--- config.mk ---
export PLATFORM = sky130hd
export DESIGN_NAME = font_overlay_mixer_flat
export DESIGN_NICKNAME = d
export VERILOG_FILES = /design/src/rtl/font_overlay_mixer_pkg.sv /design/src/rtl/font_overlay_mixer_if.sv /design/src/rtl/font_overlay_mixer_delay_pipe.sv /design/src/rtl/font_overlay_mixer.sv /design/src/flat_wrapper.sv
export SDC_FILE = /design/constraint.sdc
export NUM_CORES = 1
export LEC_CHECK = 0
export ABC_AREA = 1
export BUFFER_PORTS_ARGS = -buffer_cell sky130_fd_sc_hd__buf_4
export CAP_MARGIN = 15
export CORE_ASPECT_RATIO = 0.75
export CORE_MARGIN = 1
export CORE_UTILIZATION = 40
export CTS_CLUSTER_SIZE = 28
export DETAILED_ROUTE_END_ITERATION = 8
export GPL_ROUTABILITY_DRIVEN = 0
export PLACE_DENSITY_LB_ADDON = 0.08
export SYNTH_ARGS = -nofsm -noshare
export SYNTH_HDL_FRONTEND = slang
export SYNTH_HIERARCHICAL = 1
export SYNTH_SLANG_ARGS = --single-unit
--- constraint.sdc ---
create_clock -name clk -period 1.15 [get_ports clk]
set_input_delay 0.1725 -clock clk [delete_from_list [all_inputs] [get_ports clk]]
set_output_delay 0.1725 -clock clk [all_outputs]
set_load 0.005 [all_outputs]
--- src/rtl/font_overlay_mixer_pkg.sv ---
// Shared types and constants for the banner font path.
// The address generator uses the same banner geometry values.
package font_overlay_mixer_pkg;

  localparam int RGB444_W = 12;
  localparam int CNT_W    = 10;

  // Banner geometry shared with the font address generator
  localparam int BANNER_X0     = 160;
  localparam int BANNER_Y0     = 390;
  localparam int BANNER_WIDTH  = 320;
  localparam int BANNER_HEIGHT = 50;

  // First non-visible line; the frame tick fires at column 0 of this line
  localparam int FRAME_TICK_LINE = 480;

  typedef logic [RGB444_W-1:0] rgb444_t;
  typedef logic [CNT_W-1:0]    coord_t;

  typedef enum logic [1:0] {
    ST_HIDE      = 2'b00,
    ST_SHOW      = 2'b01,
    ST_BLINK_ON  = 2'b10,
    ST_BLINK_OFF = 2'b11
  } text_state_t;

  typedef enum logic [1:0] {
    MODE_HIDE     = 2'b00,
    MODE_SHOW     = 2'b01,
    MODE_BLINK    = 2'b10,
    MODE_HIDE_ALT = 2'b11
  } text_mode_t;

  function automatic logic in_window(input coord_t pos, input coord_t lo, input coord_t hi);
    return (pos >= lo) && (pos <= hi);
  endfunction

endpackage

--- src/rtl/font_overlay_mixer_if.sv ---
// Pixel-stream bundle between the VGA timing/BRAM side and the overlay mixer.
// master drives coordinates and BRAM data; slave returns the mixed pixel.
interface font_overlay_mixer_if;
  import font_overlay_mixer_pkg::*;

  coord_t     h_cnt;
  coord_t     v_cnt;
  logic       valid;
  logic [1:0] text_mode;
  rgb444_t    font_data;
  rgb444_t    bg_pixel;
  rgb444_t    pixel_out;
  logic       blink_vis;

  modport master (
    output h_cnt, v_cnt, valid, text_mode, font_data, bg_pixel,
    input  pixel_out, blink_vis
  );

  modport slave (
    input  h_cnt, v_cnt, valid, text_mode, font_data, bg_pixel,
    output pixel_out, blink_vis
  );

endinterface

--- src/rtl/font_overlay_mixer_delay_pipe.sv ---
// Registered shift line of DEPTH stages with synchronous clear.
// Latency: DEPTH cycles. Backpressure: none, shifts every cycle.
module font_overlay_mixer_delay_pipe #(
  parameter int WIDTH = 1,
  parameter int DEPTH = 1
) (
  input  logic             clk,
  input  logic             clr,
  input  logic [WIDTH-1:0] din,
  output logic [WIDTH-1:0] dout
);

  logic [WIDTH-1:0] stage [DEPTH];

  always_ff @(posedge clk) begin
    if (clr) begin
      for (int i = 0; i < DEPTH; i++) begin
        stage[i] <= '0;
      end
    end else begin
      stage[0] <= din;
      for (int i = 1; i < DEPTH; i++) begin
        stage[i] <= stage[i-1];
      end
    end
  end

  assign dout = stage[DEPTH-1];

endmodule

--- src/rtl/font_overlay_mixer.sv ---
// Keys font texels over the background inside the banner, with a frame-synchronous show/hide/blink FSM.
// Latency: BRAM_LAT+1 cycles from h_cnt/v_cnt to pixel_out. Backpressure: none, streams every pixel clock.
module font_overlay_mixer
  import font_overlay_mixer_pkg::*;
#(
  parameter int      BRAM_LAT     = 1,
  parameter int      X0           = BANNER_X0,
  parameter int      Y0           = BANNER_Y0,
  parameter int      BANNER_W     = BANNER_WIDTH,
  parameter int      BANNER_H     = BANNER_HEIGHT,
  parameter rgb444_t KEY_COLOR    = 12'h000,
  parameter int      BLINK_FRAMES = 30,
  parameter int      V_ACTIVE     = FRAME_TICK_LINE
) (
  input  logic                 clk,
  input  logic                 rst,
  font_overlay_mixer_if.slave  bus
);

  localparam coord_t X_LO      = CNT_W'(X0);
  localparam coord_t X_HI      = CNT_W'(X0 + BANNER_W - 1);
  localparam coord_t Y_LO      = CNT_W'(Y0);
  localparam coord_t Y_HI      = CNT_W'(Y0 + BANNER_H - 1);
  localparam coord_t TICK_LINE = CNT_W'(V_ACTIVE);

  // A single-frame blink still needs a one-bit counter to hold zero
  localparam int FC_W = (BLINK_FRAMES > 1) ? $clog2(BLINK_FRAMES) : 1;
  localparam logic [FC_W-1:0] FC_LAST = FC_W'(BLINK_FRAMES - 1);

  logic            in_banner;
  logic            frame_tick;
  logic            in_d;
  logic            valid_d;

  text_state_t     state, state_next;
  logic [FC_W-1:0] frame_cnt, frame_cnt_next;
  logic            vis_next;
  logic            blink_vis_q;
  rgb444_t         pixel_q;

  assign in_banner  = bus.valid
                    && in_window(bus.h_cnt, X_LO, X_HI)
                    && in_window(bus.v_cnt, Y_LO, Y_HI);
  assign frame_tick = (bus.h_cnt == '0) && (bus.v_cnt == TICK_LINE);

  // Region flag and display enable ride alongside the BRAM read
  font_overlay_mixer_delay_pipe #(
    .WIDTH (2),
    .DEPTH (BRAM_LAT)
  ) u_delay_pipe (
    .clk  (clk),
    .clr  (rst),
    .din  ({in_banner, bus.valid}),
    .dout ({in_d, valid_d})
  );

  always_ff @(posedge clk) begin
    if (rst) begin
      state     <= ST_HIDE;
      frame_cnt <= '0;
    end else begin
      state     <= state_next;
      frame_cnt <= frame_cnt_next;
    end
  end

  // text_mode is only looked at on the frame tick so the text never tears mid-frame
  always_comb begin
    state_next     = state;
    frame_cnt_next = frame_cnt;
    if (frame_tick) begin
      case (bus.text_mode)
        MODE_SHOW: begin
          state_next     = ST_SHOW;
          frame_cnt_next = '0;
        end
        MODE_BLINK: begin
          if ((state == ST_BLINK_ON) || (state == ST_BLINK_OFF)) begin
            if (frame_cnt == FC_LAST) begin
              state_next     = (state == ST_BLINK_ON) ? ST_BLINK_OFF : ST_BLINK_ON;
              frame_cnt_next = '0;
            end else begin
              frame_cnt_next = frame_cnt + FC_W'(1);
            end
          end else begin
            state_next     = ST_BLINK_ON;
            frame_cnt_next = '0;
          end
        end
        default: begin
          state_next     = ST_HIDE;
          frame_cnt_next = '0;
        end
      endcase
    end
    vis_next = (state_next == ST_SHOW) || (state_next == ST_BLINK_ON);
  end

  always_ff @(posedge clk) begin
    if (rst) begin
      blink_vis_q <= 1'b0;
      pixel_q     <= '0;
    end else begin
      blink_vis_q <= vis_next;
      if (!valid_d) begin
        pixel_q <= '0;
      end else if (in_d && blink_vis_q && (bus.font_data != KEY_COLOR)) begin
        pixel_q <= bus.font_data;
      end else begin
        pixel_q <= bus.bg_pixel;
      end
    end
  end

  assign bus.pixel_out = pixel_q;
  assign bus.blink_vis = blink_vis_q;

endmodule

--- src/flat_wrapper.sv ---
// flat-port wrapper written by rule: the top's interface ports become plain ports
module font_overlay_mixer_flat import font_overlay_mixer_pkg::*;
#(
  parameter int      BRAM_LAT     = 1,
  parameter int      X0           = BANNER_X0,
  parameter int      Y0           = BANNER_Y0,
  parameter int      BANNER_W     = BANNER_WIDTH,
  parameter int      BANNER_H     = BANNER_HEIGHT,
  parameter rgb444_t KEY_COLOR    = 12'h000,
  parameter int      BLINK_FRAMES = 30,
  parameter int      V_ACTIVE     = FRAME_TICK_LINE
)
  (clk, rst, bus_h_cnt, bus_v_cnt, bus_valid, bus_text_mode, bus_font_data, bus_bg_pixel, bus_pixel_out, bus_blink_vis);
  font_overlay_mixer_if bus_i ();
  input  logic clk;
  input  logic rst;
  input wire logic [$bits(bus_i.h_cnt)-1:0] bus_h_cnt;
  input wire logic [$bits(bus_i.v_cnt)-1:0] bus_v_cnt;
  input wire logic [$bits(bus_i.valid)-1:0] bus_valid;
  input wire logic [$bits(bus_i.text_mode)-1:0] bus_text_mode;
  input wire logic [$bits(bus_i.font_data)-1:0] bus_font_data;
  input wire logic [$bits(bus_i.bg_pixel)-1:0] bus_bg_pixel;
  output wire logic [$bits(bus_i.pixel_out)-1:0] bus_pixel_out;
  output wire logic [$bits(bus_i.blink_vis)-1:0] bus_blink_vis;
  assign bus_i.h_cnt = bus_h_cnt;
  assign bus_i.v_cnt = bus_v_cnt;
  assign bus_i.valid = bus_valid;
  assign bus_i.text_mode = bus_text_mode;
  assign bus_i.font_data = bus_font_data;
  assign bus_i.bg_pixel = bus_bg_pixel;
  assign bus_pixel_out = bus_i.pixel_out;
  assign bus_blink_vis = bus_i.blink_vis;
  font_overlay_mixer #(.BRAM_LAT(BRAM_LAT), .X0(X0), .Y0(Y0), .BANNER_W(BANNER_W), .BANNER_H(BANNER_H), .KEY_COLOR(KEY_COLOR), .BLINK_FRAMES(BLINK_FRAMES), .V_ACTIVE(V_ACTIVE)) u_core (.clk(clk), .rst(rst), .bus(bus_i));
endmodule
==> flow_summary.ini <==
[run_status]
status = finished, violations left
violations = setup timing

[cts]
clk_pin_slew_ps = 80
postCtsSetupBuffers = 0
clkLatencyLatePin_ps = 260
cts_tree = built
clockBufferDepth = 2
cts_buffers = 3
cts-root-buf = clkbuf_8
htreeDepth = 1
cts_hold_buf = 0
cts.sinks = 22

[detailed_routing]
via_per_inst = 4.83
route.detailed.drc = 0
ant_nets = 0
first_pass_iters = 4
vias = 1348
drt-total-wl_um = 3150
wl_per_cell_um = 11.3
drt-initial-drc-count = 45

[synth]
synth_ff_type = dfxtp_1
synth_seq_cells = 22
synth_edf_count = 0
synth_largest_area_cell = dfxtp_1
async_reset_ff_share_pct = 0
synth-seq-area-share_pct = 37.1
syn_area_mm2 = 0.00119
yosysMostFrequentCell = nand2_1
yosys_warnings = 6
avgSynthCellArea_um2 = 7.15
netlist_top_cells_count = 31 x nand2_1, 26 x nor2_1, 22 x dfxtp_1, 19 x a21oi_1, 16 x inv_1
synthTopCellsByArea = dfxtp_1 37%, nand2_1 9.8%, nor2_1 8.2%
syn_nets = 219
synth_cells = 166
synth_top_area_share_pct = 37.1
synth.distinct_cells = 29

[critical_path]
cpMostUsedCell = nand2_1
cp-start-kind = register
critPathKind = register to register
critical_path_required_ps = 1310
crit_chain = inv_2 > ha_4 > nand2_4 > nor2_2 > nand2_1 > nand2_1 > nand2_1 > nand2_1 > nand2_2 > a21oi_2 > nor2_1
worst_setup_path_end_kind = register
cp_slowest_cell = dfxtp_2
path_max_fanout = 3
cpPeakStageDelay_ps = 330
cp.arrival_ps = 1390

[global_routing]
antenna_found_initial = 0
grt_usage_pct = 21.7
grt_first_pass_wirelength_um = 5520
grt-ovfl-total = 0
grt_max_degree = 14
grt_pass1_vias = 1350

[sta]
setup_tns_ps = -210
report.final.slew_viol_count = 0
worst_pin_slew_ps = 215
final-setup-viol-count = 6
rsz0062_at_grt = true
layout_worst_path_cycle_share_pct = 108
period_minus_slack_ps = 1240
relSlewSlack_pct = 85.5
finalClockSkew_ps = 3.82
hold_viol = 0
timing.fmax_mhz = 808
setup_slack_ps = -87.5

[place]
numPortBuffers = 61
dp.cells = 275
dp_hpwl_um = 2450
dpl-instance-area_mm2 = 0.00180

[final_layout]
insertedDiodeCount = 0
utilization_pct = 71.4
drive_above_1_share_pct = 44.4
area_growth_pct = 62.6
stdcell_area_mm2 = 0.00193
nets = 297
layout.cells.non_filler = 279

[power_and_ir_drop]
leakage_nw = 0.945
powerDensity_mw_per_mm2 = 906
power_mw = 1.75
irDropWorstVdd_mv = 1.26

[floorplanning]
boundaryPins = 62
initial_utilization_pct = 43.9
core_area_mm2 = 0.00270
die_h_um = 49.2
rows = 16
die_x_um = 64.9
die_area_mm2 = 0.00319

[run]
cap_violations = 0

[hold_path]
holdCritPathClass = input pin to register
through the flow:
step	setup WS [ps]	hold WS, ps
global placement	-85.7	392
floorplan	5.91	244
finish	-87.5	136
detailed placement	-138	400
CTS	-99.0	132
global route	-210	141
where the power goes:
group          switching (mW)  internal (mW)
logic                   0.106          0.162
clock network           0.239          0.464
registers             0.00368          0.774
layer usage:
metal	up-vias	GRT usage, %	wire length (um)
met5	-	0	0
met4	0	3.33	24
met3	4	6.07	174
met2	41	37.2	1590
met1	612	27.3	1350
li1	691	-	-
cell usage in the layout, fill, tap and decap left out, drive strengths merged:
cell and instances:
dfxtp 22, nand2 32, a211oi 1, a21oi 19, nor3 3, xnor2 2
nand4 3, inv 17, clkinv 1, nor4 1, xor2 1, ha 4
nor2 32, clkbuf 3, buf 78, o21a 1, nand3 7, bufinv 1
o2111ai 1, o21ai 14
critical path, delay by kind of cell (launching register included):
family,cells,cell delay (ps)
AO/OA/AOI/OAI,1,130
buffers and inverters,1,60
AND/OR/NAND/NOR,8,460
flip-flops,1,330
adder cells (fa/ha/maj),1,140
worst paths after layout:
check,from,to,slack [ps],depth (start not counted)
setup / recovery,u_core/frame_cnt[1],u_core/bus.blink_vis,-90,11
hold / removal,bus_valid,u_core/u_delay_pipe/stage[0][0],140,3
setup reg to reg,u_core/frame_cnt[1],u_core/bus.blink_vis,-90,11
hold reg to reg,u_core/state[1],u_core/state[1],520,2
timing repair:
action,CTS,global route
resized for setup,12,5
pin swaps,9,14
endpoints found under the setup margin,6,6
state kept, by name (all words and copies together) (netlist names):
signal	count
u_core/bus.pixel_out	12
u_core/frame_cnt	5
u_core/state	2
u_core/u_delay_pipe/stage	2
u_core/bus.blink_vis	1
area by class of cell:
| cell class | instances | area (um^2) |
|---|---|---|
| clock buffers | 3 | 41.3 |
| clock inverters | 1 | 30.0 |
| fillers | 223 | 772 |
| inverters | 18 | 67.6 |
| multi-input cells | 121 | 718 |
| flip-flops and latches | 22 | 443 |
| well taps | 36 | 45.0 |
| repair buffers | 78 | 586 |
cell families after synthesis:
family          count (synthesis)  synth area share [%]
simple gates                   78                  32.8
compound gates                 36                  15.9
buf+inv                        23                  7.80
flops                          22                  37.1
fa+ha+maj                       4                  4.22
xor+xnor                        3                  2.21
No activity file was read; power rests on OpenSTA's default activity.
